[config.mk]
export PLATFORM = sky130hd
export DESIGN_NAME = piu_pchinfo_table
export DESIGN_NICKNAME = d
export VERILOG_FILES = /design/src/rtl/piu_pchinfo_table.sv
export SDC_FILE = /design/constraint.sdc
export NUM_CORES = 1
export LEC_CHECK = 0
export ABC_CLOCK_PERIOD_IN_PS = 3770
export BUFFER_PORTS_ARGS = -buffer_cell sky130_fd_sc_hd__buf_4
export CAP_MARGIN = 20
export CORE_ASPECT_RATIO = 1.2
export CORE_UTILIZATION = 60
export DETAILED_ROUTE_END_ITERATION = 16
export GPL_ROUTABILITY_DRIVEN = 0
export HOLD_SLACK_MARGIN = 0.12
export PLACE_DENSITY = 0.79
export SKIP_CTS_REPAIR_TIMING = 1
export SLEW_MARGIN = 0
export SYNTH_ARGS = -nofsm -noshare
export SYNTH_HDL_FRONTEND = slang
export SYNTH_SLANG_ARGS = --single-unit
[constraint.sdc]
create_clock -name clk -period 3.77 [get_ports clk]
set_input_delay 0.5655 -clock clk [delete_from_list [all_inputs] [get_ports clk]]
set_output_delay 0.5655 -clock clk [all_outputs]
set_load 0.1 [all_outputs]
[src/rtl/piu_pchinfo_table.sv]
// piu_pchinfo_table: runtime-writable per-patch static info table (type, Z/X boundary).
// The table is built by a walk after reset/reinit and then served through registered read ports.
`ifndef PCHTYPE_BW
`define PCHTYPE_BW 4
`endif
`ifndef BDLOC_BW
`define BDLOC_BW 3
`endif

module piu_pchinfo_table #(
    parameter int NUM_PCHROW = 3,
    parameter int NUM_PCHCOL = 6,
    parameter int NUM_RDPORT = 2,
    parameter int PCHTYPE_BW = `PCHTYPE_BW,
    parameter int BDLOC_BW   = `BDLOC_BW,
    localparam int NUM_PCH    = NUM_PCHROW * NUM_PCHCOL,
    localparam int PCHADDR_BW = $clog2(NUM_PCH),
    localparam int PCHSTAT_BW = PCHTYPE_BW + 2 * BDLOC_BW
) (
    input  logic                             clk,
    input  logic                             rst,
    output logic                             init_done,
    input  logic                             reinit_req,
    input  logic [NUM_RDPORT-1:0]            rd_en,
    input  logic [NUM_RDPORT*PCHADDR_BW-1:0] rd_idx,
    output logic [NUM_RDPORT-1:0]            rd_valid,
    output logic [NUM_RDPORT*PCHSTAT_BW-1:0] rd_data,
    output logic [NUM_RDPORT-1:0]            rd_err,
    input  logic                             wr_en,
    input  logic [PCHADDR_BW-1:0]            wr_idx,
    input  logic [PCHSTAT_BW-1:0]            wr_data,
    output logic                             wr_err
);
    if (NUM_PCHCOL < 4) begin : g_chk
        $error("piu_pchinfo_table: NUM_PCHCOL must be at least 4");
    end

    // Patch-type codes: I=0 ZT=1 ZB=2 MT=3 MB=4 M=5 X=6 AW=7 AE=8 AC=9 AWE=10.
    localparam logic [PCHTYPE_BW-1:0] T_I   = PCHTYPE_BW'(0);
    localparam logic [PCHTYPE_BW-1:0] T_ZT  = PCHTYPE_BW'(1);
    localparam logic [PCHTYPE_BW-1:0] T_ZB  = PCHTYPE_BW'(2);
    localparam logic [PCHTYPE_BW-1:0] T_MT  = PCHTYPE_BW'(3);
    localparam logic [PCHTYPE_BW-1:0] T_MB  = PCHTYPE_BW'(4);
    localparam logic [PCHTYPE_BW-1:0] T_M   = PCHTYPE_BW'(5);
    localparam logic [PCHTYPE_BW-1:0] T_X   = PCHTYPE_BW'(6);
    localparam logic [PCHTYPE_BW-1:0] T_AW  = PCHTYPE_BW'(7);
    localparam logic [PCHTYPE_BW-1:0] T_AE  = PCHTYPE_BW'(8);
    localparam logic [PCHTYPE_BW-1:0] T_AC  = PCHTYPE_BW'(9);
    localparam logic [PCHTYPE_BW-1:0] T_AWE = PCHTYPE_BW'(10);
    // Boundary-location codes: I=0 N=1 S=2 E=3 W=4 WE=5.
    localparam logic [BDLOC_BW-1:0] B_I  = BDLOC_BW'(0);
    localparam logic [BDLOC_BW-1:0] B_N  = BDLOC_BW'(1);
    localparam logic [BDLOC_BW-1:0] B_S  = BDLOC_BW'(2);
    localparam logic [BDLOC_BW-1:0] B_E  = BDLOC_BW'(3);
    localparam logic [BDLOC_BW-1:0] B_W  = BDLOC_BW'(4);
    localparam logic [BDLOC_BW-1:0] B_WE = BDLOC_BW'(5);

    localparam logic [PCHADDR_BW-1:0] LAST = PCHADDR_BW'(NUM_PCH - 1);

    typedef enum logic {INIT, READY} state_t;

    function automatic logic [PCHSTAT_BW-1:0] def_entry(input int i);
        int r;
        int c;
        logic [PCHTYPE_BW-1:0] t;
        logic [BDLOC_BW-1:0] z;
        logic [BDLOC_BW-1:0] x;
        r = i / NUM_PCHCOL;
        c = i % NUM_PCHCOL;
        t = T_I;
        z = B_I;
        x = B_I;
        // First match wins; anything unmatched (incl. rows >= 3) stays I{I,I}.
        if (r == 0 && c == 0) begin
            t = T_ZT;
            x = B_E;
        end else if (r == 1 && c == 0) begin
            t = T_ZB;
            z = B_E;
        end else if (r == 0 && c == 1) begin
            t = T_MT;
            z = B_W;
        end else if (r == 1 && c == 1) begin
            t = T_MB;
            z = B_WE;
        end else if (r == 0 && c != NUM_PCHCOL - 1) begin
            t = T_M;
            z = B_S;
        end else if (r == 2 && c > 1 && c != NUM_PCHCOL - 1) begin
            t = T_M;
            z = B_N;
        end else if (r == 1 && c == NUM_PCHCOL - 1) begin
            t = T_X;
            z = B_W;
        end else if (r == 1 && c == 2 && c == NUM_PCHCOL - 2) begin
            t = T_AWE;
        end else if (r == 1 && c == 2) begin
            t = T_AW;
        end else if (r == 1 && c == NUM_PCHCOL - 2) begin
            t = T_AE;
        end else if (r == 1) begin
            t = T_AC;
        end
        return {t, z, x};
    endfunction

    logic [PCHSTAT_BW-1:0] def_tbl [NUM_PCH];
    for (genvar g = 0; g < NUM_PCH; g++) begin : g_def
        assign def_tbl[g] = def_entry(g);
    end

    state_t                          state_q, state_d;
    logic [PCHADDR_BW-1:0]           cnt_q, cnt_d;
    logic                            init_done_q, init_done_d;
    logic [PCHSTAT_BW-1:0]           mem_q [NUM_PCH];
    logic [NUM_RDPORT-1:0]           rd_valid_q, rd_valid_d;
    logic [NUM_RDPORT-1:0]           rd_err_q, rd_err_d;
    logic [NUM_RDPORT*PCHSTAT_BW-1:0] rd_data_q, rd_data_d;
    logic                            wr_err_q, wr_err_d;
    logic                            wr_ok;
    logic [PCHADDR_BW-1:0]           idx;

    always_comb begin
        state_d     = state_q;
        cnt_d       = cnt_q;
        init_done_d = init_done_q;
        if (state_q == INIT) begin
            cnt_d = (reinit_req || cnt_q == LAST) ? '0 : cnt_q + 1'b1;
            if (!reinit_req && cnt_q == LAST) begin
                state_d     = READY;
                init_done_d = 1'b1;
            end
        end else if (reinit_req) begin
            state_d     = INIT;
            cnt_d       = '0;
            init_done_d = 1'b0;
        end
    end

    // Reinit beats a concurrent write; the write is reported as rejected.
    assign wr_ok    = wr_en && init_done_q && !reinit_req && wr_idx <= LAST;
    assign wr_err_d = wr_en && !wr_ok;

    always_comb begin
        rd_valid_d = '0;
        rd_err_d   = '0;
        rd_data_d  = '0;
        idx        = '0;
        for (int p = 0; p < NUM_RDPORT; p++) begin
            idx           = rd_idx[p*PCHADDR_BW +: PCHADDR_BW];
            rd_valid_d[p] = rd_en[p] && init_done_q;
            rd_err_d[p]   = rd_valid_d[p] && idx > LAST;
            rd_data_d[p*PCHSTAT_BW +: PCHSTAT_BW] = (rd_valid_d[p] && !rd_err_d[p]) ? mem_q[idx] : '0;
        end
    end

    always_ff @(posedge clk or posedge rst) begin
        if (rst) begin
            state_q     <= INIT;
            cnt_q       <= '0;
            init_done_q <= 1'b0;
            rd_valid_q  <= '0;
            rd_err_q    <= '0;
            rd_data_q   <= '0;
            wr_err_q    <= 1'b0;
        end else begin
            state_q     <= state_d;
            cnt_q       <= cnt_d;
            init_done_q <= init_done_d;
            rd_valid_q  <= rd_valid_d;
            rd_err_q    <= rd_err_d;
            rd_data_q   <= rd_data_d;
            wr_err_q    <= wr_err_d;
        end
    end

    // Table storage carries no reset; it is only meaningful once the walk completes.
    always_ff @(posedge clk) begin
        if (state_q == INIT)
            mem_q[cnt_q] <= def_tbl[cnt_q];
        else if (wr_ok)
            mem_q[wr_idx] <= wr_data;
    end

    assign init_done = init_done_q;
    assign rd_valid  = rd_valid_q;
    assign rd_err    = rd_err_q;
    assign rd_data   = rd_data_q;
    assign wr_err    = wr_err_q;
endmodule

==> impl_results.md, run 1 <==
* Vias/cell at 6.93
* Worst min path class: input port to flip-flop
* Worst-Margin Slew at 1.13 ns
* DP HPWL at 17.1 mm
* Total grt overflow at 0
* Reg-to-Reg Start: init_done
* Setup violations, final at 0
* Post-synth EDFFs at 180
* Critical Path RT at 3.88 ns
* IR drop worst, VDD at 0.438 mV
* Synthesized net count at 690
* Crit path DAT at 3.15 ns
* Syn Area/Cell at 15.7 µm²
* DRC at 0
* Top cell type's share of synthesized area at 0.529
* Layout cell share with drive strength beyond 1 at 0.232
* Final cell count without fillers at 939
* WS Path Type: flip-flop to flip-flop
* Worst-case clock skew at 0.0161 ns
* Status: completed
* Synth async-reset ratio at 0.151
* Endpoints failing hold at 0
* Most instantiated cells after synthesis: edfxtp_1 (180), mux2i_1 (97), mux4_2 (52)
* Area delta synth->final at 12.0%
* Post-synthesis cell area at 0.0102 mm²
* Final Cycle Share at 0.805
* Total leakage power at 4.27 nW
* Nature of the critical path endpoint: flip-flop
* Via Count at 6,504
* GR Util met3 at 0.0421
* GR Util met2 at 0.489
* Fill cell instance count of the final layout at 1,063
* Largest net degree at the start of global routing at 46
* DRT iter0 DRCs at 686
* Port buffer count at 56
* M1 GR Usage at 0.396
* Final WS setup at 0.735 ns
* H-tree levels at 1
* Antenna diodes at 0
* Reg2reg end: mem_q[17][3]
* Count leader, synth: edfxtp_1
* PwrDens at 467 mW/mm²
* Area of the multi-input gates at 0.00368 mm²
* IO Count at 57
* GRT Max-Usage Layer: met2
* RSZ-0062 raised after global routing: no
* Final WL at 25.4 mm
* Top post-synthesis cells by area: edfxtp_1 (53%), mux4_2 (11%), mux2i_1 (9.5%)
* CTS tree: yes
* Total CTS buffers at 21
* Final instance area at 0.0114 mm²
* Ys flop type: edfxtp_1
* Total power at 5.34 mW
* Hold EP: state_q
* Antenna viol nets, final at 0
* Clk slew on worst S/H paths at 0.06 ns
* Reg2reg setup slack at 0.73 ns
* Reg2Reg Depth at 4
* Final hold slack at 0.267 ns
* Synthesis Warnings at 0
* Final Critical Period at 3.04 ns
* Per-cell routed wire length at 27.1 µm
* Post-DP Area at 0.0108 mm²
* Global-route wire length before repair at 38.5 mm
* Sequential cell area at 0.00621 mm²
* Slew margin rel. at 0.250
* Clk root buf: clkbuf_16
* Initial core utilization at 0.620
* Crit path launch type: flip-flop
* Worst Hold Depth at 2
* Largest area contributor in the synthesized netlist: edfxtp_1
* Cells after DPL at 899
* Total track usage at 0.299
* Core area at 0.0165 mm²
* Clock sinks at 212
* Critical Path Fanout Max at 10
* Number of iterations in the first detailed-routing pass at 6
* Fin. max-slew vios at 0
* Setup_tns at 0 ns
* Chip Width at 121 µm
* Max-cap viol count at 0
* Vias in the first global route at 6,636
* Pre-CTS setup slack at 0.638 ns
* Initial antenna violation count at 0
* Final design utilization at 0.695
* Total die area at 0.0175 mm²
* Max clock buf depth at 3
* Worst skew pair latency at 0.50 ns
* Final layout net count at 750
* FMAX at 329 MHz
* Netlist cell types at 54
* Syn Inst Count at 652
* Seq/Total Area, Yosys at 0.608
* Row cnt at 51
* Worst Hold Launch: reinit_req
* Chip Height at 145 µm
* Register bit count reported by yosys at 212
layout by cell type, fill, tap and decap left out, types with 9 or more instances in the layout:
cell	synthesis	layout
a22o_1	13	13
buf_4	6	76
clkbuf_16	0	21
dfrtp_1	32	32
edfxtp_1	180	180
inv_1	15	15
mux2i_1	97	97
mux4_2	52	52
nand2_1	23	23
nand2b_1	9	9
nor2_1	39	39
nor3_1	18	18
nor4_1	10	10
o21ai_1	11	11
o22ai_1	10	10
layer usage:
layer / vias to the layer above / wire (µm)
met2: 446 / 12700
met4: 0 / 1260
met1: 3232 / 9000
met3: 84 / 2450
li1: 2742 / -
met5: - / 0
power by group:
| part | total (mW) | internal (mW) | switching, mW |
|---|---|---|---|
| clock network | 2.02 | 1.18 | 0.839 |
| registers | 2.67 | 2.64 | 0.0329 |
| logic | 0.645 | 0.210 | 0.435 |
| total | 5.34 | 4.03 | 1.31 |
flip-flops by register name (all words and copies together) (netlist names):
name,flops
init_done,1
state_q,1
wr_err,1
mem_q,180
rd_data,20
rd_valid,2
cnt_q,5
rd_err,2
worst max-delay path, stage by stage, from the launching register on:
cell and delay, ns:
dfrtp_1 0.62, nand4b_2 0.33, nand2b_1 0.44, mux2i_1 0.32, a21oi_1 0.93
cell type report:
| class | instances | share of cell area |
|---|---|---|
| multi-input combinational | 386 | 0.321 |
| clock buffer | 32 | 0.0530 |
| tap | 212 | 0.0232 |
| inverter | 15 | 0.00492 |
| clock inverter | 6 | 0.00525 |
| sequential | 212 | 0.542 |
| timing repair buffer | 76 | 0.0499 |
how the worst max path moves through the flow:
stage,from,endpoint,slack [ns],cells after the start
after floorplan,init_done,mem_q[0][9],0.85,4
after global placement,wr_idx[1],mem_q[0][3],0.77,5
after detailed placement,wr_idx[1],mem_q[1][6],0.64,5
after CTS,init_done,mem_q[17][6],0.83,4
after global routing,init_done,mem_q[17][6],0.62,4
final,init_done,mem_q[17][3],0.73,4
logic make-up (layout without fill, tap and decap cells):
family,Yosys count,in the layout,synth area share
adders and majority gates,7,7,0.00857
AOI/OAI and AO/OA,96,96,0.0700
DFF,212,212,0.608
and+or+nand+nor,130,130,0.0650
buffers and inverters,54,129,0.0347
muxes,153,153,0.214
No activity file was read; power rests on OpenSTA's default activity.
==> run 2, diff against run 1 <==
--- a/config.mk
+++ b/config.mk
@@ -5,15 +5,15 @@
 export SDC_FILE = /design/constraint.sdc
 export NUM_CORES = 1
 export LEC_CHECK = 0
-export ABC_CLOCK_PERIOD_IN_PS = 3770
+export ABC_CLOCK_PERIOD_IN_PS = 2600
 export BUFFER_PORTS_ARGS = -buffer_cell sky130_fd_sc_hd__buf_4
 export CAP_MARGIN = 20
 export CORE_ASPECT_RATIO = 1.2
-export CORE_UTILIZATION = 60
+export CORE_UTILIZATION = 55
 export DETAILED_ROUTE_END_ITERATION = 16
 export GPL_ROUTABILITY_DRIVEN = 0
 export HOLD_SLACK_MARGIN = 0.12
-export PLACE_DENSITY = 0.79
+export PLACE_DENSITY = 0.76
 export SKIP_CTS_REPAIR_TIMING = 1
 export SLEW_MARGIN = 0
 export SYNTH_ARGS = -nofsm -noshare
==> constraint.sdc (replaced) <==
create_clock -name clk -period 2.6 [get_ports clk]
set_input_delay 0.39 -clock clk [delete_from_list [all_inputs] [get_ports clk]]
set_output_delay 0.39 -clock clk [all_outputs]
set_load 0.1 [all_outputs]
==> run 2 against run 1 <==
Final area increased by 3.8%; die area grew 9.0%; non-clock buffer count up 39; critical path type unchanged; largest cell class unchanged; cell count rose by 5.5%; critical path depth grew 1; core utilization down 4.2 points; setup slack lost 0.48 ns; sequential share of layout area decreased by 2.0 points; flip-flop and latch count is the same; register-to-register slack got worse by 0.48 ns; clock skew down 0.0076 ns.
==> impl_results.md, run 2 (synthesis results as in run 1) <==
* WL met2 at 13.0 mm (+1.9%)
* Worst-case clock skew at 0.00848 ns (-0.00757 ns)
* Critical Path Fanout Max at 10 (unchanged)
* Clk slew on worst S/H paths at 0.06 ns (about the same)
* CTS tree: yes
* Nature of the critical path endpoint: flip-flop
* Reg2reg setup slack at 0.26 ns (-0.48 ns)
* WL met1 at 8.96 mm (-0.43%)
* Layout cell share with drive strength beyond 1 at 0.280 (+0.0479)
* DP HPWL at 17.7 mm (+3.6%)
* Initial antenna violation count at 0 (unchanged)
* Crit path launch type: flip-flop
* CP max stage delay at 0.82 ns (-0.11 ns)
* Worst skew pair latency at 0.50 ns (about the same)
* Crit path DAT at 2.46 ns (-0.69 ns)
* Clock sinks at 212 (unchanged)
* Sequential power share at 0.481 (-0.020)
* Final WL at 25.6 mm (+0.48%)
* Fin. max-slew vios at 0 (unchanged)
* Reg-to-Reg Start: state_q
* H-tree levels at 1 (unchanged)
* PwrDens at 678 mW/mm² (+45%)
* Vias/cell at 6.72 (-2.9%)
* Chip Height at 151 µm (+4.4%)
* Vias in the first global route at 6,944 (+4.6%)
* Worst min path class: input port to flip-flop
* Buffers & Inverters on Critical Path at 1 (+1)
* Slew margin rel. at 0.281 (+0.0309)
* DRT iter0 DRCs at 728 (+6.1%)
* Max clock buf depth at 3 (unchanged)
* Global-route wire length before repair at 39.2 mm (+1.8%)
* Core area at 0.0182 mm² (+10%)
* Final Cycle Share at 0.901 (+0.0964)
* DR WL met3 at 2.23 mm (-8.9%)
* Port buffer count at 56 (unchanged)
* Final instance area at 0.0119 mm² (+3.8%)
* Clk root buf: clkbuf_16
* WS Path Type: flip-flop to flip-flop
* Reg2Reg Depth at 5 (+1)
* CP top delay family: simple AND/OR/NAND/NOR gates
* Slowest cell on the critical path: nor2_1
* Status: completed
* Row cnt at 54 (+5.9%)
* Total leakage power at 4.51 nW (+5.5%)
* DRC at 0 (unchanged)
* Antenna diodes at 0 (unchanged)
* Area delta synth->final at 16.3%
* Worst setup path endpoint: mem_q[11][2]
* Worst-path cell chain: buf_4 > nand2b_1 > o32ai_1 > o21ai_1 > nor2_1
* Fill cell instance count of the final layout at 1,237 (+16%)
* Most frequent cells in the layout: edfxtp_1 (180), buf_4 (112), mux2i_1 (97)
* Post-DP Area at 0.0111 mm² (+3.3%)
* Via Count at 6,663 (+2.4%)
* Reg2reg end: mem_q[11][2]
* FMAX at 427 MHz (+29%)
* Total grt overflow at 0 (unchanged)
* Total track usage at 0.280 (-0.0194)
* Final layout net count at 790 (+5.3%)
* Max-cap viol count at 0 (unchanged)
* Sequential cell area at 0.00621 mm² (about the same)
* Final Critical Period at 2.34 ns (-0.691 ns)
* Critical Path RT at 2.71 ns (-1.17 ns)
* Endpoints failing hold at 0 (unchanged)
* Area of the multi-input gates at 0.00370 mm² (+0.48%)
* Total CTS buffers at 22 (+4.8%)
* IO Count at 57 (unchanged)
* Initial core utilization at 0.562 (-0.0584)
* Per-cell routed wire length at 25.8 µm (-4.8%)
* Number of iterations in the first detailed-routing pass at 5 (-1)
* Final cell count without fillers at 991 (+5.5%)
* Largest net degree at the start of global routing at 35 (-24%)
* RSZ-0062 raised after global routing: no
* IR drop worst, VDD at 0.523 mV (+20%)
* Cells after DPL at 951 (+5.8%)
* Biggest register: mem_q
* Critical path launch point: state_q
* Antenna viol nets, final at 0 (unchanged)
* Total die area at 0.0191 mm² (+9.0%)
* Internal power at 6.14 mW (+52%)
* Clk pwr share at 0.398 (+0.020)
* Chip Width at 126 µm (+4.4%)
* Most common cell after layout, fill and taps aside: edfxtp_1
* Stages on the worst setup path at 5 (+1)
* Psw at 1.91 mW (+46%)
* Max reg flops at 180 (unchanged)
* Comb power frac at 0.122 (about the same)
* Top Layer Used: met4
* Setup violations, final at 0 (unchanged)
* Worst-Margin Slew at 1.07 ns (-0.0503 ns)
* Net Sw Frac at 0.237 (-0.00743)
-- run 2: power by group through the flow --
stage / Sequential [mW] / Combinational, mW / Clock, mW
6_report: 3.87 / 0.980 / 3.20
5_1_grt: 3.88 / 1.02 / 3.37
4_1_cts: 3.87 / 0.972 / 3.23
3_5_place_dp: 3.94 / 0.968 / 0
3_3_place_gp: 3.93 / 0.948 / 0
2_1_floorplan: 4.10 / 0.489 / 0
-- run 2: metrics by stage --
| step | power (mW) | worst slack, ns | hold slack, ns | setup TNS (ns) | utilization |
|---|---|---|---|---|---|
| 3_5_place_dp | 4.90 | 0.111 | 0.521 | 0 | 0.612 |
| 4_1_cts | 8.08 | 0.250 | -0.00247 | 0 | 0.653 |
| 2_1_floorplan | 4.59 | -0.111 | 0.456 | -4.00 | - |
| 3_3_place_gp | 4.88 | 0.257 | 0.518 | 0 | 0.612 |
| 5_1_grt | 8.27 | 0.144 | 0.153 | 0 | 0.654 |
| 6_report | 8.05 | 0.256 | 0.160 | 0 | 0.654 |
-- run 2: layout make-up --
cell class,count,area share
Sequential cell,212,0.523
Multi-Input combinational cell,386,0.311
Timing Repair Buffer,115,0.0750
Clock buffer,29,0.0520
Tap cell,224,0.0236
Clock inverter,10,0.0109
Inverter,15,0.00474
-- run 2: worst min-delay path: stages --
cell	delay [ns]
buf_4	0.12
inv_1	0.05
a31oi_1	0.05
-- run 2: worst min-delay path by stage --
stage                    start     endpoint  slack (ns)  depth (start not counted)
finish                   wr_en       wr_err        0.16                          3
global route             wr_en       wr_err        0.15                          3
CTS                        rst  rd_data[15]      -0.002                          3
detailed placement         rst  rd_data[15]        0.52                          3
global placement           rst  rd_data[15]        0.52                          3
floorplan           reinit_req      state_q        0.46                          1
-- run 2: routing by layer --
| layer | track usage | up-vias |
|---|---|---|
| li1 | - | 2825 |
| met1 | 0.328 | 3319 |
| met2 | 0.497 | 426 |
| met3 | 0.0417 | 93 |
| met4 | 0.160 | 0 |
| met5 | 0 | - |
==> run 3, diff against run 2 <==
--- a/config.mk
+++ b/config.mk
@@ -5,15 +5,16 @@
 export SDC_FILE = /design/constraint.sdc
 export NUM_CORES = 1
 export LEC_CHECK = 0
+export ABC_AREA = 1
 export ABC_CLOCK_PERIOD_IN_PS = 2600
 export BUFFER_PORTS_ARGS = -buffer_cell sky130_fd_sc_hd__buf_4
 export CAP_MARGIN = 20
 export CORE_ASPECT_RATIO = 1.2
-export CORE_UTILIZATION = 55
+export CORE_UTILIZATION = 56
 export DETAILED_ROUTE_END_ITERATION = 16
 export GPL_ROUTABILITY_DRIVEN = 0
 export HOLD_SLACK_MARGIN = 0.12
-export PLACE_DENSITY = 0.76
+export PLACE_DENSITY = 0.77
 export SKIP_CTS_REPAIR_TIMING = 1
 export SLEW_MARGIN = 0
 export SYNTH_ARGS = -nofsm -noshare
==> run 3 against run 2 <==
Routed wire length grew 11%; worst hold slack lost 0.029 ns; synthesized area grew 3.6%; critical path depth grew 2; flip-flop and latch count is the same.
==> impl_results.md, run 3 <==
* Post-synthesis cell area at 0.0106 mm² (+3.6%)
* Chip Width at 127 µm (+0.86%)
* Final Cycle Share at 0.886 (-0.0159)
* Netlist cell types at 29 (-46%)
* Register bit count reported by yosys at 212 (unchanged)
* Post-synth EDFFs at 180 (unchanged)
* Total leakage power at 5.20 nW (+15%)
* CTS tree: yes
* Vias/cell at 5.82 (-13%)
* Setup_tns at 0 ns (unchanged)
* Chip Height at 153 µm (+0.86%)
* Layout cell share with drive strength beyond 1 at 0.118 (-0.162)
* Synthesized net count at 1,234 (+79%)
* Final hold slack at 0.131 ns (-0.0292 ns)
* Comb power frac at 0.211 (+0.089)
* Pre-CTS setup slack at 0.336 ns (+0.225 ns)
* Nature of the critical path endpoint: flip-flop
* Max clock buf depth at 3 (unchanged)
* H-tree levels at 1 (unchanged)
* Crit path launch type: flip-flop
* Top post-synthesis cells by area: edfxtp_1 (51%), nand2_1 (14%), nand3_1 (8.4%)
* IO Count at 57 (unchanged)
* IR drop worst, VDD at 0.712 mV (+36%)
* Post-DP Area at 0.0114 mm² (+2.7%)
* Clk slew on worst S/H paths at 0.06 ns (about the same)
* Syn Inst Count at 1,196 (+83%)
* Critical Path RT at 2.80 ns (+0.09 ns)
* Total grt overflow at 0 (unchanged)
* Vias in the first global route at 8,284 (+19%)
* Largest net degree at the start of global routing at 130 (+270%)
* PwrDens at 813 mW/mm² (+20%)
* Global-route wire length before repair at 44.7 mm (+14%)
* Clk pwr share at 0.318 (-0.080)
* Clock sinks at 212 (unchanged)
* Total power at 9.88 mW (+23%)
* Final Critical Period at 2.30 ns (-0.0414 ns)
* Sequential power share at 0.471 (-0.010)
* FMAX at 434 MHz (+1.8%)
* Final cell count without fillers at 1,524 (+54%)
* Area delta synth->final at 14.9%
* Internal power at 6.96 mW (+13%)
* Worst skew pair latency at 0.51 ns (about the same)
* Worst-case clock skew at 0.0140 ns (+0.00553 ns)
* Initial core utilization at 0.578 (+0.0159)
* Final WS setup at 0.298 ns (+0.0414 ns)
* Most common cell after layout, fill and taps aside: nand2_1
* Total CTS buffers at 22 (unchanged)
* Slew margin rel. at 0.453 (+0.173)
* Most instantiated cells after synthesis: nand2_1 (389), edfxtp_1 (180), nand3_1 (177)
* Crit path DAT at 2.50 ns (+0.04 ns)
* Antenna viol nets, final at 0 (unchanged)
* Fin. max-slew vios at 0 (unchanged)
* Status: completed
* Final design utilization at 0.664 (+0.0102)
* Cells after DPL at 1,483 (+56%)
* Total die area at 0.0195 mm² (+1.7%)
* Biggest register: mem_q
* Critical Path Fanout Max at 17 (+7)
* DP HPWL at 18.5 mm (+4.3%)
* Net Sw Frac at 0.296 (+0.0585)
* Antenna diodes at 0 (unchanged)
* Final instance area at 0.0122 mm² (+2.3%)
* DRT iter0 DRCs at 1,159 (+59%)
* Most frequent cells in the layout: nand2_1 (389), edfxtp_1 (180), nand3_1 (177)
* Number of iterations in the first detailed-routing pass at 6 (+1)
* Worst-Margin Slew at 0.819 ns (-0.256 ns)
* Via Count at 8,869 (+33%)
* Initial antenna violation count at 0 (unchanged)
* Setup violations, final at 0 (unchanged)
* Port buffer count at 56 (unchanged)
* Max reg flops at 180 (unchanged)
* Final layout net count at 1,294 (+64%)
* Psw at 2.92 mW (+53%)
* Synthesis Warnings at 0 (unchanged)
* Synth async-reset ratio at 0.151 (unchanged)
* Endpoints failing hold at 0 (unchanged)
* Final WL at 28.4 mm (+11%)
* Worst min path class: input port to flip-flop
* WS Path Type: flip-flop to flip-flop
* Seq/Total Area, Yosys at 0.586 (-0.0211)
* Largest area contributor in the synthesized netlist: edfxtp_1
* Ys flop type: edfxtp_1
* Per-cell routed wire length at 18.6 µm (-28%)
* Fill cell instance count of the final layout at 1,405 (+14%)
* Count leader, synth: nand2_1
* Max-cap viol count at 0 (unchanged)
* Core area at 0.0183 mm² (+0.74%)
* Clk root buf: clkbuf_16
* Syn Area/Cell at 8.85 µm² (-44%)
* Total track usage at 0.301 (+0.0208)
* Row cnt at 54 (unchanged)
* RSZ-0062 raised after global routing: no
* DRC at 0 (unchanged)
* Top cell type's share of synthesized area at 0.511 (-0.0184)
[run 3: cell types whose count changed in the layout (fill, tap and decap cells not counted), moves of 10 or more]
| cell | before | now |
|---|---|---|
| inv_1 | 15 | 94 |
| buf_4 | 112 | 96 |
| mux2i_1 | 97 | 0 |
| nor3_1 | 18 | 0 |
| nand2_1 | 23 | 389 |
| nand3_1 | 6 | 177 |
| mux4_2 | 52 | 0 |
| nor4_1 | 10 | 0 |
| o21ai_0 | 8 | 93 |
| a21oi_1 | 6 | 88 |
| a22o_1 | 13 | 0 |
[run 3: cells by family (layout without fill, tap and decap cells)]
group / Yosys count / after routing / share of synthesized area
AOI/OAI and AO/OA: 201 / 201 / 0.0986
xor gates and xnor gates: 1 / 1 / 0.000828
adders and majority gates: 7 / 7 / 0.00828
buffers and inverters: 170 / 246 / 0.0669
DFF: 212 / 212 / 0.586
and+or+nand+nor: 605 / 605 / 0.239
[run 3: power groups by stage]
stage / Clock, mW / Sequential, mW / Combinational [mW]
floorplan: 0 / 4.70 / 1.16
finish: 3.14 / 4.65 / 2.09
detailed placement: 0 / 4.72 / 2.04
CTS: 3.16 / 4.65 / 2.06
global route: 3.30 / 4.68 / 2.27
global placement: 0 / 4.71 / 1.99
[run 3: routing by layer]
layer | wire [µm] | GRT usage
met5 | 0 | 0
met4 | 1470 | 0.159
met3 | 2940 | 0.0516
met2 | 12900 | 0.469
met1 | 11100 | 0.403
[run 3: worst paths after layout]
check | from | end | slack (ns) | cells after the start
setup / recovery | init_done | mem_q[1][8] | 0.30 | 7
hold / removal | rd_en[1] | rd_valid[1] | 0.13 | 3
setup reg to reg | init_done | mem_q[1][8] | 0.30 | 7
hold reg to reg | mem_q[16][8] | rd_data[18] | 0.63 | 2
max in group asynchronous | rst | rd_data[10] | 1.29 | 4
min in group asynchronous | rst | cnt_q[4] | 0.61 | 3
[run 3: layout make-up]
class,count,area (µm²),area share
flip-flops and latches,212,6210,0.511
repair buffers,103,851,0.0700
well taps,252,315,0.0259
clock buffers,30,622,0.0512
multi-input cells,814,3670,0.302
inverters,103,387,0.0318
clock inverters,10,104,0.00855
[run 3: worst max-delay path: stages (launching register included)]
cell     delay, ns
dfrtp_2       0.47
nand2_1       0.10
nor2_2        0.17
nand3_4       0.21
o21ai_1       0.33
nand3_1       0.27
nor2_1        0.22
buf_4         0.23
